### config.mk
export PLATFORM = sky130hd
export DESIGN_NAME = answer_entry
export DESIGN_NICKNAME = d
export VERILOG_FILES = /design/src/rtl/game_pkg.sv /design/src/rtl/button_debouncer.sv /design/src/rtl/answer_entry.sv
export SDC_FILE = /design/constraint.sdc
export NUM_CORES = 1
export LEC_CHECK = 0
export ABC_CLOCK_PERIOD_IN_PS = 2000
export BUFFER_PORTS_ARGS = -buffer_cell sky130_fd_sc_hd__buf_2
export CORE_MARGIN = 5
export CORE_UTILIZATION = 49
export DETAILED_ROUTE_END_ITERATION = 16
export PLACE_DENSITY = 0.69
export SLEW_MARGIN = 25
export SYNTH_ARGS = -nofsm -noshare
export SYNTH_HDL_FRONTEND = slang
export SYNTH_SLANG_ARGS = --single-unit
export TNS_END_PERCENT = 50
### constraint.sdc
create_clock -name clock -period 2 [get_ports clock]
set_clock_uncertainty 0.15 [all_clocks]
set_input_delay 0.6 -clock clock [delete_from_list [all_inputs] [get_ports clock]]
set_output_delay 0.6 -clock clock [all_outputs]
set_load 0.02 [all_outputs]
### src/rtl/game_pkg.sv
// Shared definitions for the falling-letter game.
//   LETTER_W       width of a letter/guess code
//   IDLE_CODE_DEF  default "no guess" code presented outside an entry window
//   entry_state_e  answer_entry FSM encoding (also exported on LEDs)
//   cnt_w()        counter width for a 0..n-1 counter, never below 1 bit
package game_pkg;
    localparam int LETTER_W = 8;
    localparam logic [LETTER_W-1:0] IDLE_CODE_DEF = 8'hFF;

    typedef enum logic [1:0] {
        ENTRY_IDLE         = 2'b00,
        ENTRY_PRESENT      = 2'b01,
        ENTRY_WAIT_RELEASE = 2'b10
    } entry_state_e;

    function automatic int cnt_w(input int n);
        return (n > 1) ? $clog2(n) : 1;
    endfunction
endpackage

### src/rtl/button_debouncer.sv
// Synchroniser + stable-level debouncer for an active-low push button.
//   clk_i      system clock
//   rst_i      synchronous active-high reset (stable level -> released)
//   btn_n_i    raw, asynchronous, bouncy button (0 = pressed)
//   pressed_o  debounced level, 1 while the button is held
//   press_o    one-cycle pulse on the released->pressed transition
module button_debouncer
    import game_pkg::*;
#(
    parameter int DEBOUNCE_CYCLES = 500000
) (
    input  logic clk_i,
    input  logic rst_i,
    input  logic btn_n_i,
    output logic pressed_o,
    output logic press_o
);
    localparam int CW = cnt_w(DEBOUNCE_CYCLES);
    localparam logic [CW-1:0] CNT_LAST = CW'(DEBOUNCE_CYCLES - 1);

    logic          sync1_q, sync2_q;
    logic          stable_q, stable_d;   // active-low stable level
    logic [CW-1:0] cnt_q, cnt_d;
    logic          press_q, press_d;

    // Counter only advances on consecutive disagreeing samples; any
    // agreement (a bounce back) restarts the stability window.
    always_comb begin
        stable_d = stable_q;
        cnt_d    = '0;
        press_d  = 1'b0;
        if (sync2_q != stable_q) begin
            if (cnt_q == CNT_LAST) begin
                stable_d = sync2_q;
                press_d  = ~sync2_q;
            end else begin
                cnt_d = cnt_q + CW'(1);
            end
        end
    end

    always_ff @(posedge clk_i) begin
        if (rst_i) begin
            sync1_q  <= 1'b1;
            sync2_q  <= 1'b1;
            stable_q <= 1'b1;
            cnt_q    <= '0;
            press_q  <= 1'b0;
        end else begin
            sync1_q  <= btn_n_i;
            sync2_q  <= sync1_q;
            stable_q <= stable_d;
            cnt_q    <= cnt_d;
            press_q  <= press_d;
        end
    end

    assign pressed_o = ~stable_q;
    assign press_o   = press_q;
endmodule

### src/rtl/answer_entry.sv
// Player answer entry: latches the switch guess on a debounced submit press
// and presents it to the columns for a bounded window, IDLE_CODE otherwise.
//   clock, reset_signal   clock and synchronous active-high reset
//   switches              raw guess bits (asynchronous)
//   submit_n              raw active-low submit key (asynchronous, bouncy)
//   enable                game running; presses ignored while low
//   correct               any column matched; ends the window next clock
//   user_input            guess during the window, else IDLE_CODE
//   user_valid            high exactly while user_input carries a guess
//   entry_state           FSM state for debug LEDs
//   attempts              submission counter, present only when the
//                         ATTEMPT_COUNT_EN macro is defined
module answer_entry
    import game_pkg::*;
#(
    parameter int                  DEBOUNCE_CYCLES = 500000,
    parameter int                  HOLD_CYCLES     = 4,
    parameter logic [LETTER_W-1:0] IDLE_CODE       = IDLE_CODE_DEF
) (
    input  logic                clock,
    input  logic                reset_signal,
    input  logic [LETTER_W-1:0] switches,
    input  logic                submit_n,
    input  logic                enable,
    input  logic                correct,
    output logic [LETTER_W-1:0] user_input,
    output logic                user_valid,
    output logic [1:0]          entry_state
`ifdef ATTEMPT_COUNT_EN
   ,output logic [7:0]          attempts
`endif
);
    localparam int HW = cnt_w(HOLD_CYCLES);
    localparam logic [HW-1:0] HOLD_LAST = HW'(HOLD_CYCLES - 1);

    logic [LETTER_W-1:0] sw1_q, sw2_q;
    logic                pressed, press;
    entry_state_e        state_q;
    logic [HW-1:0]       hold_q;
    logic [LETTER_W-1:0] user_input_q;   // doubles as the latched guess
    logic                user_valid_q;

    always_ff @(posedge clock) begin
        if (reset_signal) begin
            sw1_q <= '0;
            sw2_q <= '0;
        end else begin
            sw1_q <= switches;
            sw2_q <= sw1_q;
        end
    end

    button_debouncer #(.DEBOUNCE_CYCLES(DEBOUNCE_CYCLES)) u_submit (
        .clk_i     (clock),
        .rst_i     (reset_signal),
        .btn_n_i   (submit_n),
        .pressed_o (pressed),
        .press_o   (press)
    );

    always_ff @(posedge clock) begin
        if (reset_signal) begin
            state_q      <= ENTRY_IDLE;
            hold_q       <= '0;
            user_input_q <= IDLE_CODE;
            user_valid_q <= 1'b0;
        end else begin
            case (state_q)
                ENTRY_IDLE: begin
                    if (press) begin
                        if (enable) begin
                            state_q      <= ENTRY_PRESENT;
                            hold_q       <= '0;
                            user_input_q <= sw2_q;
                            user_valid_q <= 1'b1;
                        end else begin
                            // press is swallowed; wait for the key to come up
                            state_q <= ENTRY_WAIT_RELEASE;
                        end
                    end
                end
                ENTRY_PRESENT: begin
                    if (!enable || correct || hold_q == HOLD_LAST) begin
                        state_q      <= ENTRY_WAIT_RELEASE;
                        user_input_q <= IDLE_CODE;
                        user_valid_q <= 1'b0;
                    end else begin
                        hold_q <= hold_q + HW'(1);
                    end
                end
                ENTRY_WAIT_RELEASE: begin
                    if (!pressed) state_q <= ENTRY_IDLE;
                end
                default: begin
                    state_q      <= ENTRY_IDLE;
                    user_input_q <= IDLE_CODE;
                    user_valid_q <= 1'b0;
                end
            endcase
        end
    end

    assign user_input  = user_input_q;
    assign user_valid  = user_valid_q;
    assign entry_state = state_q;

`ifdef ATTEMPT_COUNT_EN
    logic       en_q;
    logic [7:0] attempts_q;
    logic       entering;

    assign entering = (state_q == ENTRY_IDLE) && press && enable;

    // A new game (enable rising) restarts the count; a submission landing
    // on that same clock is the first attempt of the new game.
    always_ff @(posedge clock) begin
        if (reset_signal) begin
            en_q       <= 1'b0;
            attempts_q <= '0;
        end else begin
            en_q <= enable;
            if (enable && !en_q)
                attempts_q <= entering ? 8'd1 : 8'd0;
            else if (entering && attempts_q != 8'hFF)
                attempts_q <= attempts_q + 8'd1;
        end
    end

    assign attempts = attempts_q;
`endif
endmodule

==> impl_metrics.ini, run 1 <==
[status]
status = finished, final reports clean

[final_layout]
syn_to_final_growth_pct = 13.9
drive_above_1_share_pct = 20.3
fin_nets = 241
final_cell_mix = dfxtp_1 (52), nor2_1 (24), buf_2 (23)
diodes = 0
final_common_cell = dfxtp_1

[detailed_routing]
drt-wirelength-per-cell_um = 12.5
drt_pass1_iterations = 4
vias = 1419
wirelength_mm = 3.48
drt_drc_violations_left = 0
via_per_inst = 5.12
drtIter0Drc = 88
postRouteAntennaNets = 0

[synthesis]
synth_cell_types = 42
synth_fp_nets = 213
ys_seq_area_share_pct = 52.4
yosysWarningCount = 0
synth_ff_type = dfxtp_1
postSynth.asyncResetShare_pct = 0
syn-mean-instance-area_um2 = 10.0
synth_edf_count = 0
netlist_area_um2 = 1990
syn_inst = 198
ys_ff_latch = 52

[clock_tree]
cts_tree = yes
clock_latency_ps = 300
root_buffer = clkbuf_8
cts_buffers = 5
cts_hold_buf = 0
cts_sinks = 52
htreeDepth = 2
clk_path_buf_depth = 2
clk_pin_slew_ps = 90

[timing]
final.setup.tns_ps = 0
fin_crit_ps = 1770
final_max_slew_viol_count = 0
timing.slew.headroom_pct = 59.0
fin_crit_sh_pct = 88.6
max_freq_mhz = 564
tightest_slew_ps = 611
setup_viol = 0
hold_viol = 0
holdWs_ps = 264
rsz0062_at_grt = no

[worst_setup_path]
end_kind = flop
critical_path.max_fanout = 16
arrival_ps = 1810
cp.required_ps = 2040
cp-start-kind = flop
worstSetupPathType = reg2reg

[global_routing]
grt_pass1_vias = 1304
track_usage_pct = 14.0
grt_pass1_wl_mm = 5.87
grt_max_degree = 22
grt-ovfl-total = 0
antenna_found_initial = 0

[power_and_ir_drop]
p_leak_nw = 0.836
peakVddDrop_uv = 600
report.power.total_mw = 1.73
power_density_nw_per_um2 = 767

[die]
core_area_um2 = 3970
io_pins = 24
initial_core_util_pct = 50.0
die-area_um2 = 5430
dieWidth_um = 73.7
fp-row-count = 23
die_h_um = 73.7

[placement]
gp_congestion = 0.790
port-buffer-count = 23
dp_hpwl_mm = 2.47

[hold_path]
worst_hold_path_type = reg2reg

[flow_run]
maxCapViolCount = 0
==> metrics by stage <==
stage	cell area [um2]	util [%]	instances	setup slack, ps
3_5_place_dp	2160	54.3	269	105
5_1_grt	2260	57.0	277	61.9
4_1_cts	2250	56.7	277	142
2_1_floorplan	1990	-	198	331
6_report	2260	57.0	277	228
3_3_place_gp	2160	54.3	269	164
==> cells in the mapped netlist (all sizes together), types with 4 or more instances <==
| library cell | instances | share of area [%] |
|---|---|---|
| dfxtp | 52 | 52 |
| nor2 | 25 | 4.8 |
| nor2b | 16 | 5.0 |
| nand2 | 14 | 2.6 |
| nand4 | 11 | 4.5 |
| o22ai | 8 | 2.5 |
| xnor2 | 8 | 3.5 |
| xor2 | 8 | 3.5 |
| nand3 | 5 | 1.3 |
| nor4 | 5 | 1.9 |
| o21ai | 5 | 1.8 |
| buf | 4 | 1.6 |
| nor4b | 4 | 2.7 |
| or2 | 4 | 1.3 |
==> per-layer routing <==
| metal | part of all wire (%) | global-route usage (%) |
|---|---|---|
| met2 | 45 | 22.1 |
| met4 | 1.2 | 6.04 |
| met1 | 50 | 18.0 |
| met3 | 3.7 | 3.69 |
| met5 | 0 | 0 |
==> report_power, final <==
| part | internal (mW) | leakage [nW] | switching, mW |
|---|---|---|---|
| combinational | 0.0223 | 0.361 | 0.0232 |
| sequential | 1.05 | 0.423 | 0.00450 |
| clock | 0.264 | 0.0511 | 0.368 |
| total | 1.34 | 0.836 | 0.396 |
==> final timing paths <==
path	from	to	slack, ps	depth (start not counted)
worst min-delay path	u_submit.sync1_q$_SDFF_PP1_	u_submit.sync2_q$_SDFF_PP1_	260	1
worst max register to register	u_submit.cnt_q[15]$_SDFF_PP0_	u_submit.cnt_q[6]$_SDFF_PP0_	230	4
worst max-delay path	u_submit.cnt_q[15]$_SDFF_PP0_	u_submit.cnt_q[6]$_SDFF_PP0_	230	4
worst min register to register	u_submit.sync1_q$_SDFF_PP1_	u_submit.sync2_q$_SDFF_PP1_	260	1
==> cells by family after synthesis <==
kind of cell | after synthesis | share of synthesized area (%)
and+or+nand+nor | 97 | 28.8
adders and majority gates | 2 | 1.26
xor gates and xnor gates | 16 | 7.05
buffers and inverters | 9 | 2.52
AOI/OAI and AO/OA | 19 | 6.36
DFF | 52 | 52.4
muxes | 3 | 1.57
==> what timing repair did <==
item | 4_1_cts | 5_1_grt
resized for setup | 0 | 1
setup buffers | 0 | 0
setup endpoints to repair | 0 | 1
==> sequential cells by signal, indices dropped and copies added (netlist names), 2 cells and up <==
name and cells:
sw2_q 8, entry_state 2, hold_q 2, u_submit.cnt_q 19
user_input 8, sw1_q 8
==> area by class of cell <==
| class | count | area (um2) |
|---|---|---|
| multi-input combinational | 137 | 905 |
| inverter | 3 | 11.3 |
| clock buffer | 5 | 68.8 |
| sequential | 52 | 1040 |
| clock inverter | 3 | 28.8 |
| timing repair buffer | 27 | 145 |
| tap | 50 | 62.6 |
| fill | 361 | 1710 |
==> critical path: stages, from the launching register on <==
cell,delay (ps)
dfxtp_1,380
nor4bb_1,350
nand4_2,240
o21ai_4,430
nor2_1,100
No activity file was read; power rests on OpenSTA's default activity.
==> inputs of run 2 (changes only) <==
--- a/config.mk
+++ b/config.mk
@@ -8,9 +8,9 @@
 export ABC_CLOCK_PERIOD_IN_PS = 2000
 export BUFFER_PORTS_ARGS = -buffer_cell sky130_fd_sc_hd__buf_2
 export CORE_MARGIN = 5
-export CORE_UTILIZATION = 49
+export CORE_UTILIZATION = 45
 export DETAILED_ROUTE_END_ITERATION = 16
-export PLACE_DENSITY = 0.69
+export RECOVER_POWER = 25
 export SLEW_MARGIN = 25
 export SYNTH_ARGS = -nofsm -noshare
 export SYNTH_HDL_FRONTEND = slang
==> run 2 against run 1 <==
  * Non-clock buffer count stayed put
  * Sequential share of layout area is 0.051 points lower
  * Hold slack better by 5.3 ps
  * Routed wire length rose by 3.5%
  * Largest cell class unchanged
  * Global-route usage down 1.1 points
  * Core utilization down 4.6 points
  * Via count increased by 1.8%
  * Combinational power fell by 4.6%
  * Sequential cell count unchanged
  * Critical path depth is 1 higher
  * Sequential power about the same
==> impl_metrics.ini, run 2 (same netlist as run 1, synthesis figures left out) <==
[clock_tree]
cts_tree = yes
clock_latency_ps = 300
cts_sinks = 52
cts_buffers = 5
root_buffer = clkbuf_8
htreeDepth = 2
ctsResizeCount = 0
clk_pin_slew_ps = 90
post-cts-setup-buffer-count = 0
clk_path_buf_depth = 2
cts_hold_buf = 0

[detailed_routing]
postRouteAntennaNets = 0
drt_drc_violations_left = 0
drt-wirelength-per-cell_um = 12.9
wirelength_mm = 3.60
via_per_inst = 5.18
drt_pass1_iterations = 4
vias = 1444
drtIter0Drc = 60

[die]
dieWidth_um = 76.5
io_pins = 24
die-area_um2 = 5840
initial_core_util_pct = 45.9
die_h_um = 76.5
core_area_um2 = 4320
fp-row-count = 24

[final_layout]
top_register = u_submit.cnt_q
final_cell_mix = dfxtp_1 (52), nor2_1 (24), buf_2 (22)
largest_reg_flops = 19
stdcell_count = 279
syn_to_final_growth_pct = 14.0
drive_above_1_share_pct = 18.9
fin_nets = 241
final_cell_area_um2 = 2260
final_common_cell = dfxtp_1
diodes = 0
finish.utilization_pct = 52.4

[status]
status = finished, final reports clean

[worst_setup_path]
critical_path.max_fanout = 7
cp.required_ps = 2040
worst_path_max_delay_cell = nor4_2
cp-start-kind = flop
slowest_delay_ps = 430
arrival_ps = 1870
worstSetupPathType = reg2reg
end_kind = flop
crit_chain = ha_1, nand4_4, nor4_2, and3_1, nor3_1

[global_routing]
grt-ovfl-total = 0
antenna_found_initial = 0
grt_pass1_wl_mm = 6.27
grt_pass1_vias = 1434
grt_max_degree = 18
track_usage_pct = 13.0

[placement]
port-buffer-count = 23
post-place-cells = 271
place_ws_ps = 136
place_area_um2 = 2160
dp_hpwl_mm = 2.71
gp_congestion = 0.832

[timing]
timing.slew.headroom_pct = 55.3
final_max_slew_viol_count = 0
hold_viol = 0
fin_crit_ps = 1830
tightest_slew_ps = 671
setup_viol = 0
rsz0062_at_grt = no
max_freq_mhz = 547
final.setup.tns_ps = 0
fin_crit_sh_pct = 91.3
setup_slack_ps = 173
holdWs_ps = 270

[power_and_ir_drop]
peakVddDrop_uv = 382
report.power.total_mw = 1.81
p_leak_nw = 0.817
power_density_nw_per_um2 = 799

[flow_run]
maxCapViolCount = 0

[hold_path]
worst_hold_path_type = reg2reg
run 2: cell types whose count changed in the layout (fill, tap and decap cells not counted):
cell,change
inv_8,-1
bufinv_16,+1
buf_4,-1
nor4_2,+1
nor4_4,-1
buf_2,-1
clkbuf_1,+3
inv_6,-1
run 2: metal layers:
| metal | global-route usage, % | wire length (um) | vias to the layer above |
|---|---|---|---|
| met5 | 0 | 0 | - |
| met4 | 4.72 | 30 | 0 |
| met3 | 4.02 | 168 | 4 |
| met2 | 22.3 | 1760 | 25 |
| met1 | 15.0 | 1640 | 669 |
| li1 | - | - | 746 |
run 2: where the power goes:
part | leakage, nW | switching, mW | internal (mW)
Sequential | 0.423 | 0.00514 | 1.05
Clock | 0.0558 | 0.331 | 0.378
Combinational | 0.338 | 0.0223 | 0.0211
Total | 0.817 | 0.358 | 1.45
run 2: path summary, 6_finish.rpt:
path / startpoint / to / slack (ps) / cells past startpoint
max: u_submit.cnt_q[0]$_SDFF_PP0_ / u_submit.cnt_q[18]$_SDFF_PP0_ / 170 / 5
min: u_submit.sync1_q$_SDFF_PP1_ / u_submit.sync2_q$_SDFF_PP1_ / 270 / 1
max reg2reg: u_submit.cnt_q[0]$_SDFF_PP0_ / u_submit.cnt_q[18]$_SDFF_PP0_ / 170 / 5
min reg2reg: u_submit.sync1_q$_SDFF_PP1_ / u_submit.sync2_q$_SDFF_PP1_ / 270 / 1
run 2: cell type report:
cell class / count / area [um2]
Timing Repair Buffer: 27 / 140
Multi-Input combinational cell: 137 / 896
Fill cell: 414 / 2060
Sequential cell: 52 / 1040
Clock inverter: 2 / 38.8
Clock buffer: 6 / 72.6
Inverter: 3 / 11.3
Tap cell: 52 / 65.1
run 2: critical path: cells and delay by family, from the launching register on:
family	cells	cell delay [ps]
adders and majority gates	1	290
and+or+nand+nor	4	870
DFF	1	400
